**src/rtl/clk_div_pkg.sv**
```systemverilog
// Shared types for the multi-channel clock divider: output mode encoding and
// the per-channel configuration record.
package clk_div_pkg;

    localparam int CNT_W = 22;

    typedef enum logic {
        DIV_TICK   = 1'b0,
        DIV_SQUARE = 1'b1
    } div_mode_e;

    typedef struct packed {
        logic [CNT_W-1:0] div;
        div_mode_e        mode;
        logic             en;
    } div_cfg_t;

endpackage

```
**src/rtl/clk_div_chan.sv**
```systemverilog
// One divider channel: counter, active/shadow configuration, pending flag and
// registered tick/square outputs. Shadow config lands only at terminal count or sync.
module clk_div_chan #(
    parameter int               CNT_W       = 22,
    parameter logic [CNT_W-1:0] DEFAULT_DIV = CNT_W'(22'd49999),
    parameter logic             EN_AT_RESET = 1'b1
) (
    input  logic             clk,
    input  logic             rst_n,
    input  logic             sync,
    input  logic             wr,
    input  logic [CNT_W-1:0] wr_div,
    input  logic             wr_mode,
    input  logic             wr_en,
    output logic             tick,
    output logic             clk_out,
    output logic             pending
);
    import clk_div_pkg::*;

    logic [CNT_W-1:0] cnt_r;
    logic [CNT_W-1:0] div_r;
    logic [CNT_W-1:0] sdiv_r;
    div_mode_e        mode_r;
    div_mode_e        smode_r;
    logic             en_r;
    logic             sen_r;
    logic             pend_r;
    logic             tick_r;
    logic             clk_r;

    logic             term_s;
    div_mode_e        wr_mode_s;
    div_mode_e        nxt_mode_s;
    logic             nxt_en_s;

    assign wr_mode_s = div_mode_e'(wr_mode);
    assign term_s    = (cnt_r == div_r);

    // Configuration that will be in force after a terminal count
    always_comb begin
        nxt_mode_s = pend_r ? smode_r : mode_r;
        nxt_en_s   = pend_r ? sen_r   : en_r;
    end

    // Counter, configuration registers and output registers
    always_ff @(posedge clk) begin
        if (!rst_n) begin
            cnt_r   <= '0;
            div_r   <= DEFAULT_DIV;
            sdiv_r  <= DEFAULT_DIV;
            mode_r  <= DIV_SQUARE;
            smode_r <= DIV_SQUARE;
            en_r    <= EN_AT_RESET;
            sen_r   <= EN_AT_RESET;
            pend_r  <= 1'b0;
            tick_r  <= 1'b0;
            clk_r   <= 1'b0;
        end else if (!en_r) begin
            // Idle channel: writes take effect at once, counting restarts from 0
            cnt_r  <= '0;
            tick_r <= 1'b0;
            clk_r  <= 1'b0;
            pend_r <= 1'b0;
            if (wr) begin
                div_r  <= wr_div;
                mode_r <= wr_mode_s;
                en_r   <= wr_en;
            end else begin
                div_r  <= div_r;
            end
        end else if (sync) begin
            cnt_r  <= '0;
            tick_r <= 1'b0;
            clk_r  <= 1'b0;
            if (pend_r) begin
                div_r  <= sdiv_r;
                mode_r <= smode_r;
                en_r   <= sen_r;
            end else begin
                div_r  <= div_r;
            end
            pend_r <= wr;
            if (wr) begin
                sdiv_r  <= wr_div;
                smode_r <= wr_mode_s;
                sen_r   <= wr_en;
            end else begin
                sdiv_r  <= sdiv_r;
            end
        end else begin
            tick_r <= term_s;
            if (term_s) begin
                cnt_r <= '0;
                clk_r <= (nxt_en_s && (nxt_mode_s == DIV_SQUARE)) ? ~clk_r : 1'b0;
                if (pend_r) begin
                    div_r  <= sdiv_r;
                    mode_r <= smode_r;
                    en_r   <= sen_r;
                end else begin
                    div_r  <= div_r;
                end
            end else begin
                cnt_r <= cnt_r + {{(CNT_W-1){1'b0}}, 1'b1};
                clk_r <= (mode_r == DIV_SQUARE) ? clk_r : 1'b0;
            end
            // A write coinciding with terminal count waits for the following one
            pend_r <= wr | (pend_r & ~term_s);
            if (wr) begin
                sdiv_r  <= wr_div;
                smode_r <= wr_mode_s;
                sen_r   <= wr_en;
            end else begin
                sdiv_r  <= sdiv_r;
            end
        end
    end

    assign tick    = tick_r;
    assign clk_out = clk_r;
    assign pending = pend_r;

endmodule

```
**src/rtl/clk_div_multi.sv**
```systemverilog
// Multi-channel programmable tick/clock generator: config decode and handshake
// around NUM_CH independent clk_div_chan instances.
module clk_div_multi #(
    parameter int               NUM_CH      = 4,
    parameter int               CNT_W       = 22,
    parameter logic [CNT_W-1:0] DEFAULT_DIV = 22'd49999,
    parameter logic             EN_AT_RESET = 1'b1,
    localparam int              CH_W        = (NUM_CH > 1) ? $clog2(NUM_CH) : 1
) (
    input  logic              clk,
    input  logic              rst_n,
    input  logic              cfg_valid,
    output logic              cfg_ready,
    input  logic [CH_W-1:0]   cfg_ch,
    input  logic [CNT_W-1:0]  cfg_div,
    input  logic              cfg_mode,
    input  logic              cfg_en,
    input  logic              sync,
    output logic [NUM_CH-1:0] ch_tick,
    output logic [NUM_CH-1:0] ch_clk,
    output logic [NUM_CH-1:0] ch_pending
);
    import clk_div_pkg::*;

    logic              pend_sel_s;
    logic              accept_s;
    logic [NUM_CH-1:0] wr_s;

    // Pending flag of the addressed channel; out-of-range indices select nothing
    always_comb begin
        pend_sel_s = 1'b0;
        for (int i = 0; i < NUM_CH; i++) begin
            pend_sel_s = pend_sel_s | (ch_pending[i] & (cfg_ch == CH_W'(i)));
        end
    end

    assign cfg_ready = rst_n & ~pend_sel_s;
    assign accept_s  = cfg_valid & cfg_ready;

    for (genvar g = 0; g < NUM_CH; g++) begin : g_ch
        assign wr_s[g] = accept_s & (cfg_ch == CH_W'(g));

        clk_div_chan #(
            .CNT_W       (CNT_W),
            .DEFAULT_DIV (DEFAULT_DIV),
            .EN_AT_RESET (EN_AT_RESET)
        ) u_chan (
            .clk     (clk),
            .rst_n   (rst_n),
            .sync    (sync),
            .wr      (wr_s[g]),
            .wr_div  (cfg_div),
            .wr_mode (cfg_mode),
            .wr_en   (cfg_en),
            .tick    (ch_tick[g]),
            .clk_out (ch_clk[g]),
            .pending (ch_pending[g])
        );
    end

endmodule

```
**config.mk**
```make
export PLATFORM = sky130hd
export DESIGN_NAME = clk_div_multi
export DESIGN_NICKNAME = d
export VERILOG_FILES = /design/src/rtl/clk_div_pkg.sv /design/src/rtl/clk_div_chan.sv /design/src/rtl/clk_div_multi.sv
export SDC_FILE = /design/constraint.sdc
export NUM_CORES = 1
export LEC_CHECK = 0
export CAP_MARGIN = 20
export CORE_UTILIZATION = 55
export DETAILED_ROUTE_END_ITERATION = 7
export PLACE_DENSITY = 0.75
export SYNTH_ARGS = -nofsm -noshare
export SYNTH_HDL_FRONTEND = slang
export SYNTH_HIERARCHICAL = 1
export SYNTH_SLANG_ARGS = --single-unit
```
**constraint.sdc**
```tcl
create_clock -name clk -period 1.8 [get_ports clk]
set_input_delay 0.36 -clock clk [delete_from_list [all_inputs] [get_ports clk]]
set_output_delay 0.36 -clock clk [all_outputs]
set_load 0.03 [all_outputs]
```
# Word-level counts from Yosys, hierarchy flattened
# Index checks and enable logic that the tools add are counted.
# Widths: inputs -> output; s select.
# totals
word_cells	203
output_inout_bits	13
in_bits	30
register_bits	292
# op_classes
n_reduce_logical	29
n_eq_ne	15
n_addsub	4
bitwise	35
n_mux	80
# op_table
op	n
$mux 22	20
$add 22x1->22 const B	4
$eq 22x22->1	4
$mux 1	60
$reduce_and 2->1	12
$reduce_or 4->1	4
$and 1x1->1	14
$not 1->1	14
$ne 3x3->1 const B	4
$reduce_or 3->1	4
$ne 2x2->1 const B	4
$reduce_bool 2->1	4
$or 1x1->1	7
$eq 2x2->1 const B	2
$logic_and 1x1->1	4
$eq 2x1->1 const B	1
$logic_not 2->1	1

# Depth between registers and ports, before layout
# Gate-level depths: netlist of the first run.
# depth
ltp_word	11
depth_mapped	7
mapped_depth_nobuf	6

# Modules after synthesis
# The synthesis of the first run kept the hierarchy.
# by_module_without_submodules
module	instances	cells_each	area_each_um2	seq_area_each_um2
clk_div_chan (g_ch[0].u_chan ...)	3	396	3478.3	1461.4
clk_div_chan (g_ch[3].u_chan)	1	389	3459.6	1461.4
clk_div_multi	1	8	65.1	0.0

# Worst setup path before layout of the first run
# Ideal clock, no wire load.
# synth_path
path_kind	flip-flop to flip-flop
start	reg g_ch[2].u_chan.pend_r
end	reg g_ch[2].u_chan.div_r[14]
path_stages_with_launch	7
slack_ns	-0.105
arrival_time_ns	1.783
n_path_buf	1
t_required_ns	1.679
setup_time_ns	0.121
period_less_slack_ns	1.905
cell_sequence	dfxtp_1 > nor4b_1 > nor2b_1 > a21o_1 > a31oi_2 > buf_6 > mux2_4
# synth_via
elab_chain_len	9
elab_cells_between_ends	13
classes_between	mux: 4; bitwise: 7; reduce/logical: 2
# synth_lines
item	line	source
start, declared	clk_div_chan.sv:28	logic pend_r;
start signal, assigned	clk_div_chan.sv:83	pend_r <= wr;
start signal, assigned	clk_div_chan.sv:108	pend_r <= wr | (pend_r & ~term_s);
$and 1x1->1	clk_div_multi.sv:33	pend_sel_s = pend_sel_s | (ch_pending[i] & (cfg_ch == CH_W'(i)));
$or 1x1->1 (2 in series)	clk_div_multi.sv:33	
$not 1->1	clk_div_multi.sv:37	assign cfg_ready = rst_n & ~pend_sel_s;
$and 1x1->1	clk_div_multi.sv:37	
$and 1x1->1	clk_div_multi.sv:38	assign accept_s = cfg_valid & cfg_ready;
$and 1x1->1	clk_div_multi.sv:41	assign wr_s[g] = accept_s & (cfg_ch == CH_W'(g));
net wr_s[2]	clk_div_multi.sv:27	logic [NUM_CH-1:0] wr_s;
$reduce_bool 2->1 (no source line)	n/a	
$reduce_and 2->1 (no source line)	n/a	
end signal, assigned	clk_div_chan.sv:81	div_r <= div_r;
end signal, assigned	clk_div_chan.sv:97	div_r <= sdiv_r;
end signal, assigned	clk_div_chan.sv:101	div_r <= div_r;
end, declared	clk_div_chan.sv:22	logic [CNT_W-1:0] div_r;
# The timed path passes the listed nets, and every way through them passes these cells. The select of a mux whose other input is x is not followed.
# A chain may end at the register's enable or synchronous reset.

# Worst setup path after layout of the first run
# layout_path
start	reg g_ch[2].u_chan.pend_r
end	out cfg_ready
# layout_via
elab_chain_len	5
# layout_lines
item	line	source
$and 1x1->1	clk_div_multi.sv:33	
$or 1x1->1 (2 in series)	clk_div_multi.sv:33	
$not 1->1	clk_div_multi.sv:37	
$and 1x1->1	clk_div_multi.sv:37	
end, declared	clk_div_multi.sv:13	output logic cfg_ready,
# Every way passes these cells.

==> run summary, run 1 <==
The number of pins with negative max-slew slack in the final report is 0. The number of buffers added by the clock tree synthesis step came out at 31. Before CTS, the worst setup slack after placement is -0.8251 ns. Setup repair after global routing could not meet its margin everywhere. During placement, the flow inserted port buffers numbering 42.

The least setup slack across all paths after layout came out at -0.2164 ns. The detailed-routing iteration count for the pre-antenna-repair pass is 5. For the pin with the worst max-slew slack, the measured transition is 0.6968 ns. The largest individual stage delay along the critical path comes from the cell mux4_2. Dividing the synthesized area by the synthesized cell count gives 8.807 µm².

The final reports fail on negative setup slack. The count of state elements after synthesis came out at 292. The maximum vdd drop is 0.0006613 V.

The flow ran to the end, but the final reports show violations. The compound-gate portion of the synthesized area came to 0.05127. The site row count is 57. The relative contribution of sequential cells to total power came out at 0.469. 43 I/O pins were placed. The basic-gate share of the synthesized area counting and, or, nand and nor cells came out at 0.2388.

TritonCTS built the clock tree. The antenna cell count came out at 0. The internal portion of total power came out at 0.01090 W. The Yosys step of the flow raised 6 warnings. Walking the worst path, the cells encountered are mux4_2 > nor2b_1 > buf_4.

The number of antenna-violating nets in the routed design came out at 0. The placeable core region came out at 24600 µm². CTS built an H-tree with a depth of 1.

The number of global-route vias before repair came out at 11090. The flip-flop cell with the highest count after synthesis is dfxtp_1. The floorplan step defined a die boundary enclosing 26020 µm².

In this run the cell area of the synthesized design comes to 13960 µm². Of the post-synthesis cell area, the part taken by muxes is 0.1465. The clock tree buffer depth is 3. The static leakage power is 7.364 nW. After the first detailed-routing iteration, the DRC count stood at 838. Of the total synthesized cell area, the portion taken by XOR and XNOR cells is 0.1059. The pin count of the biggest net entering global routing is 169. The required time at the worst-slack endpoint came out at 1.44 ns. The clock drives 292 sinks. Ranked by total cell area, the synthesized netlist is headed by dfxtp_1 42%, nand2_1 10%, xnor2_1 7.9%, mux2i_1 6.3%, mux2_2 5.2%. Relative to the synthesized area, the layout overhead comes to 29.99%. The number of remaining DRC errors is 0. Measured against its own limit, the worst slew margin works out to 0.5355.

Wires add up to 36600 µm. The worst setup path is captured at an output pin. The switching share of power is 0.2239. In this run the horizontal extent of the chip is 161.3 µm. The power density of the placed cells came out at 773.6 nW/µm². The congestion estimate from routability-driven global placement came to 0.8587. In the final layout, the share of cells above drive strength 1 is 0.2717.

The cell count after placement is 2028. The initial core utilization is 0.5674. The post-synth net total is 1619. The via-per-instance ratio came out at 5.477. Summing over every cut layer, the via total after detailed routing is 11610. The worst clock skew came out at 0.01121 ns. The total setup violations reported at the end of the flow is 129. The number of instances in the synthesized netlist came out at 1585. The share of synthesized flip-flops with an asynchronous set or reset is 0. The clock slew at the register clock pins of the worst setup and hold paths came out at 0.06 ns. By startpoint and endpoint, the worst setup path is classified as flop to output pin. The share of total power in combinational logic came out at 0.065.

After synthesis, the largest family of logic cells by area is simple AND/OR/NAND/NOR gates. The clock period minus worst slack came out at 2.016 ns. The count of placed standard cells in the final layout, fillers left out is 2120.

In the final routed layout, each cell accounts on average for 17.26 µm. Of the available clock period, the critical path in the final layout requires 1.120. The first global-routing pass estimated 56750 µm of wire. The arrival time at the worst endpoint is 1.66 ns. The number of distinct standard cells referenced by the synthesized netlist is 40. The path type of the worst min-delay path is primary input to flop.

The maximum fanout along the worst path is 4. The share of synthesized area in the top cell type comes to 0.4188. The global-route congestion overflow total came out at 0. The clock network latency to the later pin of the worst-skew pair came out at 0.55 ns. The root buffer cell chosen for the clock tree is clkbuf_16. The largest incremental delay on the critical path came out at 0.46 ns. The number of hold violations in the final report was 0.

The net switching power of the design came out at 0.003143 W. The maximum operating frequency is 495.9 MHz. The cell taking the most area after synthesis is dfxtp_1.

STA classifies the critical path startpoint as a flop. The number of flops mapped to enable cells by yosys is 0. The initial antenna violation count is 0. In the final design database the tool counted 1807 nets.

The adder and majority gate portion of the synthesized area is 0.003585. The die outline height is 161.3 µm. Max-cap violations in this run came to 0. The sequential cell area fraction in the yosys report is 0.4188. Across every metal layer, demand over resource in global routing totals 0.2709. The half-perimeter wire length after placement came out at 23240 µm. Of the total power, the clock network draws 0.467.
## cell usage in the layout (no fill, tap or decap), types with 7 or more instances in the layout
cell type | Yosys | layout
nand4_1 | 32 | 32
mux2_2 | 64 | 64
nor2_2 | 0 | 15
buf_12 | 0 | 24
clkbuf_8 | 0 | 10
xnor2_1 | 126 | 111
buf_4 | 0 | 154
clkdlybuf4s50_1 | 0 | 26
dfxtp_1 | 292 | 251
nand2_1 | 371 | 371
and4_1 | 10 | 10
nand2b_1 | 44 | 44
dfxtp_2 | 0 | 39
xor2_1 | 41 | 41
nor2_4 | 0 | 40
mux2i_1 | 88 | 87
nand3_1 | 78 | 77
clkbuf_16 | 0 | 39
dlygate4sd2_1 | 0 | 11
nor3_1 | 24 | 21
inv_1 | 29 | 29
nand4b_1 | 8 | 8
nand3b_1 | 8 | 8
o21ai_0 | 16 | 13
a31oi_4 | 0 | 7
mux2_4 | 28 | 28
a21boi_0 | 52 | 52
and2_1 | 8 | 8
a21o_1 | 12 | 8
nor2_1 | 111 | 56
clkbuf_1 | 53 | 9
xnor2_2 | 1 | 16
buf_6 | 5 | 10
## registers in the layout, indices dropped and copies added (netlist names)
register             cells
g_ch.u_chan/cnt_r       88
g_ch.u_chan/div_r       88
g_ch.u_chan/sdiv_r      88
g_ch.u_chan/clk_out      4
g_ch.u_chan/en_r         4
g_ch.u_chan/mode_r       4
g_ch.u_chan/pending      4
g_ch.u_chan/sen_r        4
g_ch.u_chan/smode_r      4
g_ch.u_chan/tick         4
## Yosys cell counts (28+ instances only)
cell and number:
mux2i_1 88, inv_1 29, a21boi_0 52, clkbuf_1 53, mux2_4 28, dfxtp_1 292, nand2b_1 44, mux2_2 64
nor2_1 111, xnor2_1 126, nand2_1 371, xor2_1 41, nand3_1 78, nand4_1 32
## timing repair
item	4_1_cts	5_1_grt
hold buffers	0	0
resized for setup	62	152
buffers inserted	11	12
pin swaps	20	75
setup endpoints to repair	191	192
gates cloned	9	7
## cell families (layout without fill, tap and decap cells)
| group | after synthesis | count (layout) |
|---|---|---|
| adders and majority gates | 4 | 4 |
| xor gates and xnor gates | 168 | 168 |
| DFF | 292 | 292 |
| AOI/OAI and AO/OA | 100 | 103 |
| and+or+nand+nor | 724 | 724 |
| buffers and inverters | 116 | 324 |
| muxes | 181 | 181 |
## routing by layer
metal / global-route usage / up-vias / wire [µm]
li1: - / 5656 / -
met1: 0.3736 / 5600 / 16140
met2: 0.4551 / 300 / 17840
met3: 0.02748 / 55 / 1961
met4: 0.06561 / 0 / 651
met5: 0 / - / 0
## final cells by class
class	instances	area (µm²)
fillers	1729	6459
multi-input cells	1180	8279
clock buffers	49	933.4
clock inverters	7	116.4
inverters	29	108.9
repair buffers	239	2401
flip-flops and latches	292	5902
well taps	324	405.4
## critical path, delay by kind of cell, from the launching register on
family	cells	cell delay, ns
flip-flops	1	0.35
buffers and inverters	1	0.17
multiplexers	1	0.46
AND/OR/NAND/NOR	1	0.13
## per-stage QoR
stage / utilization / hold WS, ns / TNS (ns) / total power (W) / instance area [µm²]
2_1_floorplan: - / 0.4306 / 0 / 0.007088 / 13970
3_3_place_gp: 0.6452 / 0.4473 / -95.13 / 0.007445 / 15880
3_5_place_dp: 0.6452 / 0.4540 / -105.15 / 0.007461 / 15880
4_1_cts: 0.7071 / 0.4096 / -2.045 / 0.01402 / 17400
5_1_grt: 0.7375 / 0.4793 / -15.39 / 0.01446 / 18150
6_report: 0.7375 / 0.4400 / -5.716 / 0.01404 / 18150
## power by group through the flow
| stage | clock network (W) | logic (W) | registers, W |
|---|---|---|---|
| after floorplan | 0 | 0.000368 | 0.00672 |
| after CTS | 0.00664 | 0.000809 | 0.00658 |
| after global routing | 0.00692 | 0.000965 | 0.00658 |
| after detailed placement | 0 | 0.000740 | 0.00672 |
| final | 0.00655 | 0.000908 | 0.00658 |
| after global placement | 0 | 0.000729 | 0.00672 |
## worst paths after layout
| check | slack (ns) | from | end | depth (start not counted) |
|---|---|---|---|---|
| hold reg to reg | 0.46 | g_ch[2].u_chan/sdiv_r[12] | g_ch[2].u_chan/sdiv_r[12] | 2 |
| hold / removal | 0.44 | rst_n | g_ch[0].u_chan/en_r | 6 |
| setup reg to reg | -0.10 | g_ch[2].u_chan/cnt_r[8] | g_ch[2].u_chan/cnt_r[21] | 9 |
| setup / recovery | -0.22 | g_ch[2].u_chan/pending | cfg_ready | 3 |
Note: power is estimated with default switching activity, not from simulation.
==> run 2, diff against run 1 <==
--- a/config.mk
+++ b/config.mk
@@ -5,8 +5,8 @@
 export SDC_FILE = /design/constraint.sdc
 export NUM_CORES = 1
 export LEC_CHECK = 0
-export CAP_MARGIN = 20
 export CORE_UTILIZATION = 55
+export CTS_CLUSTER_DIAMETER = 50
 export DETAILED_ROUTE_END_ITERATION = 7
 export PLACE_DENSITY = 0.75
 export SYNTH_ARGS = -nofsm -noshare
==> run 2 against run 1 <==
The flow still finishes with violations (negative setup slack); worst setup slack improved by 0.031 ns; fmax increased by 1.6%; total power increased by 4.0%; critical path depth unchanged; clock skew increased by 0.0038 ns; global-route usage increased by 0.49 points; non-clock buffer count increased by 6; utilization increased by 1.1 points; combinational power increased by 4.0%; clock power increased by 8.1%; die area unchanged; via count increased by 0.88%; critical endpoint unchanged; largest cell class unchanged; largest power group is now the clock network.
==> run summary, run 2 (synthesized netlist as in run 1, its figures left out) <==
The run finished, with violations left. The checks that failed: negative setup slack. The number of antenna-violating nets in the routed design came out at 0 (unchanged). The worst clock skew is 0.01505 ns (+0.003844 ns). The number of buffers added by the clock tree synthesis step is 34 (+9.7%). The total setup violations reported at the end of the flow is 131 (+1.6%). The net switching power of the design came out at 0.003269 W (+4.0%). The clock network latency to the later pin of the worst-skew pair is 0.51 ns (-0.04 ns). The number of global-route vias before repair came to 11220 (+1.2%). The net total in the final layout is 1816 (+0.50%). The endpoint kind of the worst setup timing path is an output pin. The overall routed net length is 37640 µm (+2.8%).

The flop-to-flop setup slack came out at -0.13 ns (-0.03 ns). The antenna cell count came to 0 (unchanged). The count of input and output buffers is 42 (unchanged).

The I/O pin count is 43 (unchanged). Setup repair after global routing could not meet its margin everywhere. The worst hold path belongs to the class flop to flop. The site row count is 57 (unchanged). The arrival time at the worst endpoint was 1.63 ns (-0.03 ns). The maximum fanout along the worst path came out at 4 (unchanged). The library cell used most frequently in the layout, excluding fill and tap cells, is nand2_1. The final clock period utilization by the worst path is 1.103 (-0.01733). The source of the critical timing path is g_ch[2].u_chan/pending.

The vias after detailed routing is 11710 (+0.88%). The critical path ends at cfg_ready. The routed length per instance is 17.68 µm (+2.4%).

The initial core utilization is 0.5674 (unchanged). The clock group share of total power was 0.485 (+0.018). The clock tree buffer depth came out at 3 (unchanged).

The area of the die is 26020 µm² (unchanged). The power density of the placed cells is 792.5 nW/µm² (+2.4%). The switching share of power is 0.2239 (about the same). The share of layout cells above drive strength 1 came out at 0.2787 (+0.006955).

Leaving out fill and tap cells, the most frequent cells in the layout are 371 x nand2_1, 256 x dfxtp_1, 149 x buf_4, 115 x xnor2_1, 85 x mux2i_1. TritonCTS built the clock tree. The number of max-cap violations is 0 (unchanged).

The number of remaining DRC errors is 0 (unchanged). The internal portion of total power was 0.01133 W (+4.0%). The worst reg-to-reg path cell count came to 8 (-1). The standard cell area after detailed placement came to 15880 µm² (unchanged). The number of sinks driven by the clock tree is 292 (unchanged). The horizontal die dimension came to 161.3 µm (unchanged). The maximum operating frequency is 503.7 MHz (+1.6%). The die outline height came out at 161.3 µm (unchanged). The slew at the pin closest to its max-slew limit came to 0.7075 ns (+0.01071 ns). The number of pins with negative max-slew slack in the final report came out at 0 (unchanged). The filler cell count in the final layout is 1687 (-2.4%). The number of H-tree levels is 2 (+1). The routability congestion estimate came to 0.8587 (unchanged). The total negative slack for setup checks came to -7.651 ns (-1.934 ns).

The required time at the worst-slack endpoint is 1.44 ns (about the same). The first-pass GRT wire length is 57140 µm (+0.69%). The relative contribution of sequential cells to total power was 0.451 (-0.018).

The worst setup path is launched from a flop. The number of hold violations in the final report came out at 0 (unchanged). The buffer cell driving the clock tree root is clkbuf_16. The area growth from synthesis to final layout came out at 31.97%. The startpoint identified for the worst register-to-register timing path is g_ch[1].u_chan/cnt_r[0]. The initial antenna violation count came out at 0 (unchanged).

The maximum vdd drop came out at 0.0007388 V (+12%). The worst max-slew margin expressed relative to the limit came to 0.5283 (-0.007143). The via-per-instance ratio came out at 5.502 (+0.45%). The least setup slack across all paths after layout is -0.1852 ns (+0.03119 ns). The post-route cell area came to 18420 µm² (+1.5%). The pin count of the biggest net entering global routing came out at 169 (unchanged). The global-route congestion overflow total came out at 0 (unchanged).

The total of hold buffers inserted after clock tree synthesis is 0 (unchanged). The violation count after the first detailed-routing iteration came out at 935 (+12%). The worst register-to-register path ends at g_ch[1].u_chan/cnt_r[14]. The critical path is of the flop to output pin type.

The placeable core region is 24600 µm² (unchanged). The utilization after layout came to 0.7487 (+0.01124). The clock slew at the register clock pins of the worst setup and hold paths is 0.06 ns (about the same). The detailed-routing iteration count for the pre-antenna-repair pass is 5 (unchanged).

The clock period minus worst slack was 1.985 ns (-0.03119 ns). The half-perimeter wire length after placement was 23240 µm (unchanged). The worst slack at placement is -0.8251 ns (unchanged). The share of total power in combinational logic was 0.065 (about the same). The static leakage power is 7.467 nW (+1.4%). In the final layout, the registers with the most flip-flops are g_ch.u_chan/cnt_r: 88 flops, g_ch.u_chan/div_r: 88 flops, g_ch.u_chan/sdiv_r: 88 flops. The total routing resource utilization after global routing is 0.2758 (+0.004907).
==> run 2: final cells by class <==
| type | count | area, µm² | area share |
|---|---|---|---|
| Sequential cell | 292 | 5898 | 0.3202 |
| Timing Repair Buffer | 245 | 2520 | 0.1368 |
| Tap cell | 324 | 405.4 | 0.02200 |
| Clock buffer | 50 | 1025 | 0.05562 |
| Multi-Input combinational cell | 1180 | 8335 | 0.4525 |
| Inverter | 29 | 108.9 | 0.005909 |
| Clock inverter | 9 | 130.1 | 0.007063 |
==> run 2: repair_timing <==
item,in CTS,in global routing
endpoints found under the setup margin,198,203
buffers inserted,14,15
resized for setup,56,180
pin swaps,22,82
cloned,10,8
==> run 2: power by group through the flow <==
| stage | Clock [W] | Sequential (W) | Combinational, W |
|---|---|---|---|
| after floorplan | 0 | 0.00672 | 0.000368 |
| after global placement | 0 | 0.00672 | 0.000729 |
| after CTS | 0.00716 | 0.00658 | 0.000830 |
| after detailed placement | 0 | 0.00672 | 0.000740 |
| final | 0.00708 | 0.00658 | 0.000944 |
| after global routing | 0.00745 | 0.00658 | 0.000999 |
==> run 2: metal layers <==
| metal | part of all wire | GRT usage | wire length [µm] |
|---|---|---|---|
| met5 | 0 | 0 | 0 |
| met3 | 0.060 | 0.04340 | 2265 |
| met4 | 0.022 | 0.07333 | 814 |
| met1 | 0.43 | 0.3687 | 16140 |
| met2 | 0.49 | 0.4626 | 18410 |
==> run 2: how the worst min path moves through the flow <==
stage          slack, ns                        end                      start  cells past startpoint
2_1_floorplan       0.43    g_ch[3].u_chan/cnt_r[0]    g_ch[3].u_chan/cnt_r[0]                      1
3_3_place_gp        0.45  g_ch[1].u_chan/sdiv_r[16]  g_ch[1].u_chan/sdiv_r[16]                      2
3_5_place_dp        0.45  g_ch[2].u_chan/sdiv_r[12]  g_ch[2].u_chan/sdiv_r[12]                      2
4_1_cts             0.46  g_ch[2].u_chan/sdiv_r[12]  g_ch[2].u_chan/sdiv_r[12]                      2
5_1_grt             0.48  g_ch[0].u_chan/sdiv_r[13]  g_ch[0].u_chan/sdiv_r[13]                      2
6_report            0.46  g_ch[0].u_chan/sdiv_r[13]  g_ch[0].u_chan/sdiv_r[13]                      2
==> run 2: per-stage QoR <==
stage / total power, W / hold slack, ns / cells
after global routing: 0.01503 / 0.4813 / 2129
after global placement: 0.007445 / 0.4473 / 2028
after floorplan: 0.007088 / 0.4306 / 1585
after detailed placement: 0.007461 / 0.4540 / 2028
after CTS: 0.01456 / 0.4614 / 2111
final: 0.01460 / 0.4624 / 2129
==> run 2: worst max-delay path, cell delays in order (launching register included) <==
cell and delay [ns]:
dfxtp_2 0.36, mux4_2 0.46, nor2b_1 0.13, buf_4 0.17
==> patch, RTL diff (config.mk and constraints of run 1) <==
`CNT_W` is set to 22 in 3 places; all go to 26.
--- a/src/rtl/clk_div_pkg.sv
+++ b/src/rtl/clk_div_pkg.sv
@@ -2,7 +2,7 @@
 // the per-channel configuration record.
 package clk_div_pkg;
 
-    localparam int CNT_W = 22;
+    localparam int CNT_W = 26;
 
     typedef enum logic {
         DIV_TICK   = 1'b0,
--- a/src/rtl/clk_div_chan.sv
+++ b/src/rtl/clk_div_chan.sv
@@ -1,7 +1,7 @@
 // One divider channel: counter, active/shadow configuration, pending flag and
 // registered tick/square outputs. Shadow config lands only at terminal count or sync.
 module clk_div_chan #(
-    parameter int               CNT_W       = 22,
+    parameter int               CNT_W       = 26,
     parameter logic [CNT_W-1:0] DEFAULT_DIV = CNT_W'(22'd49999),
     parameter logic             EN_AT_RESET = 1'b1
 ) (
--- a/src/rtl/clk_div_multi.sv
+++ b/src/rtl/clk_div_multi.sv
@@ -2,7 +2,7 @@
 // around NUM_CH independent clk_div_chan instances.
 module clk_div_multi #(
     parameter int               NUM_CH      = 4,
-    parameter int               CNT_W       = 22,
+    parameter int               CNT_W       = 26,
     parameter logic [CNT_W-1:0] DEFAULT_DIV = 22'd49999,
     parameter logic             EN_AT_RESET = 1'b1,
     localparam int              CH_W        = (NUM_CH > 1) ? $clog2(NUM_CH) : 1
Ports: changed (resized cfg_div); port bits go from 43 to 47. No check against the original RTL was run, so the function may have changed too.
==> patch against run 1 <==
  * The flow still finishes with violations (setup timing)
  * Worst setup slack got worse by 0.26 ns
  * Wire length rose by 55%
  * Power rose by 23%
  * Critical path type is now flip-flop to flip-flop
  * Sequential share of layout area fell by 1.9 points
  * Sequential cell count rose by 48
  * Area after synthesis rose by 11%
  * Largest cell class unchanged
  * Hold slack got worse by 0.099 ns
  * Cell area rose by 24%
==> patch: results (changes against run 1) <==
| Metric | Value |
|---|---|
| Run status | complete, but fails checks |
| Failing checks | setup timing |
| Post-layout worst setup margin | -0.475 ns (-0.258 ns) |
| Syn nets | 1816 (+12%) |
| Initial DRT Pass Iterations | 6 (+1) |
| DRT Wirelength | 56.7 mm (+55%) |
| Compound-cell area share of the yosys netlist | 0.147 (+0.0954) |
| Global-route wire length before repair | 73.7 mm (+30%) |
| Post-Place Setup Slack | -0.687 ns (+0.138 ns) |
| Largest net degree at the start of global routing | 62 (-63%) |
| Adder-cell area share of the yosys netlist | 0.00323 (-0.000353) |
| Mean area per synthesized cell | 8.71 µm² (-1.1%) |
| Layout Skew | 0.0135 ns (+0.00234 ns) |
| Worst hold endpoint | g_ch[0].u_chan/sdiv_r[15] |
| Finished Layout Cells | 2471 (+17%) |
| Post-synthesis xor/xnor area fraction | 0.114 (+0.00816) |
| GPL Wtd Cong | 0.847 (-1.4%) |
| Dpl cell area | 17900 µm² (+12%) |
| VDD IR-drop max | 587 µV (-11%) |
| Num CTS Buffers | 37 (+19%) |
| Synth cell count leaders | dfxtp_1 (340), nand2_1 (294), a21oi_1 (188), xnor2_1 (137), nor2_1 (128) |
| Initial DRC Count | 1639 (+96%) |
| R2R Path End | g_ch[1].u_chan/div_r[21] |
| Crit-path max FO | 8 (+4) |
| Number of global-route vias before repair | 13900 (+26%) |
| Final Setup Violations | 226 (+75%) |
| Worst Path Arrival | 2.67 ns (+1.01 ns) |
| Final Net Count | 2103 (+16%) |
## patch: cell count changes after synthesis, moves of 48 or more
cell	before	now
a21oi_1	8	188
a311oi_1	0	57
mux2_2	64	0
dfxtp_1	292	340
a21boi_0	52	0
nand2_1	371	294
## patch: layer usage
metal | GRT usage | routed length, µm
met1 | 0.398 | 20600
met2 | 0.538 | 26800
met3 | 0.0448 | 4670
met4 | 0.199 | 4650
met5 | 0 | 0
## patch: cell type report
type,instances,area share
Clock buffer,59,0.0508
Clock inverter,8,0.00529
Inverter,17,0.00284
Multi-Input combinational cell,1309,0.449
Sequential cell,340,0.307
Tap cell,378,0.0210
Timing Repair Buffer,360,0.164
## patch: worst max-delay path by stage
| stage | slack (ns) | cells past startpoint | start | end |
|---|---|---|---|---|
| floorplan | 0.009 | 6 | g_ch[0].u_chan/pending | g_ch[0].u_chan/sdiv_r[19] |
| global placement | -0.67 | 7 | cfg_ch[0] | g_ch[1].u_chan/div_r[9] |
| detailed placement | -0.69 | 8 | cfg_ch[0] | g_ch[0].u_chan/div_r[15] |
| CTS | -0.25 | 3 | g_ch[3].u_chan/pending | cfg_ready |
| global route | -0.47 | 9 | g_ch[1].u_chan/div_r[0] | g_ch[1].u_chan/div_r[21] |
| finish | -0.47 | 9 | g_ch[1].u_chan/div_r[0] | g_ch[1].u_chan/div_r[21] |
## patch: where the power goes
group	switching (mW)	leakage [nW]	internal, mW	total, mW
combinational	0.892	4.92	0.681	1.57
clock	3.20	0.621	4.78	7.98
sequential	0.106	2.77	7.62	7.73
## patch: critical path, stage by stage, from the launching register on
cell	delay [ns]
dfxtp_4	0.38
xnor2_4	0.18
nand4_1	0.18
nor4_2	0.38
buf_4	0.22
a21bo_4	0.15
buf_12	0.12
buf_16	0.13
a21oi_2	0.06
a311oi_1	0.36
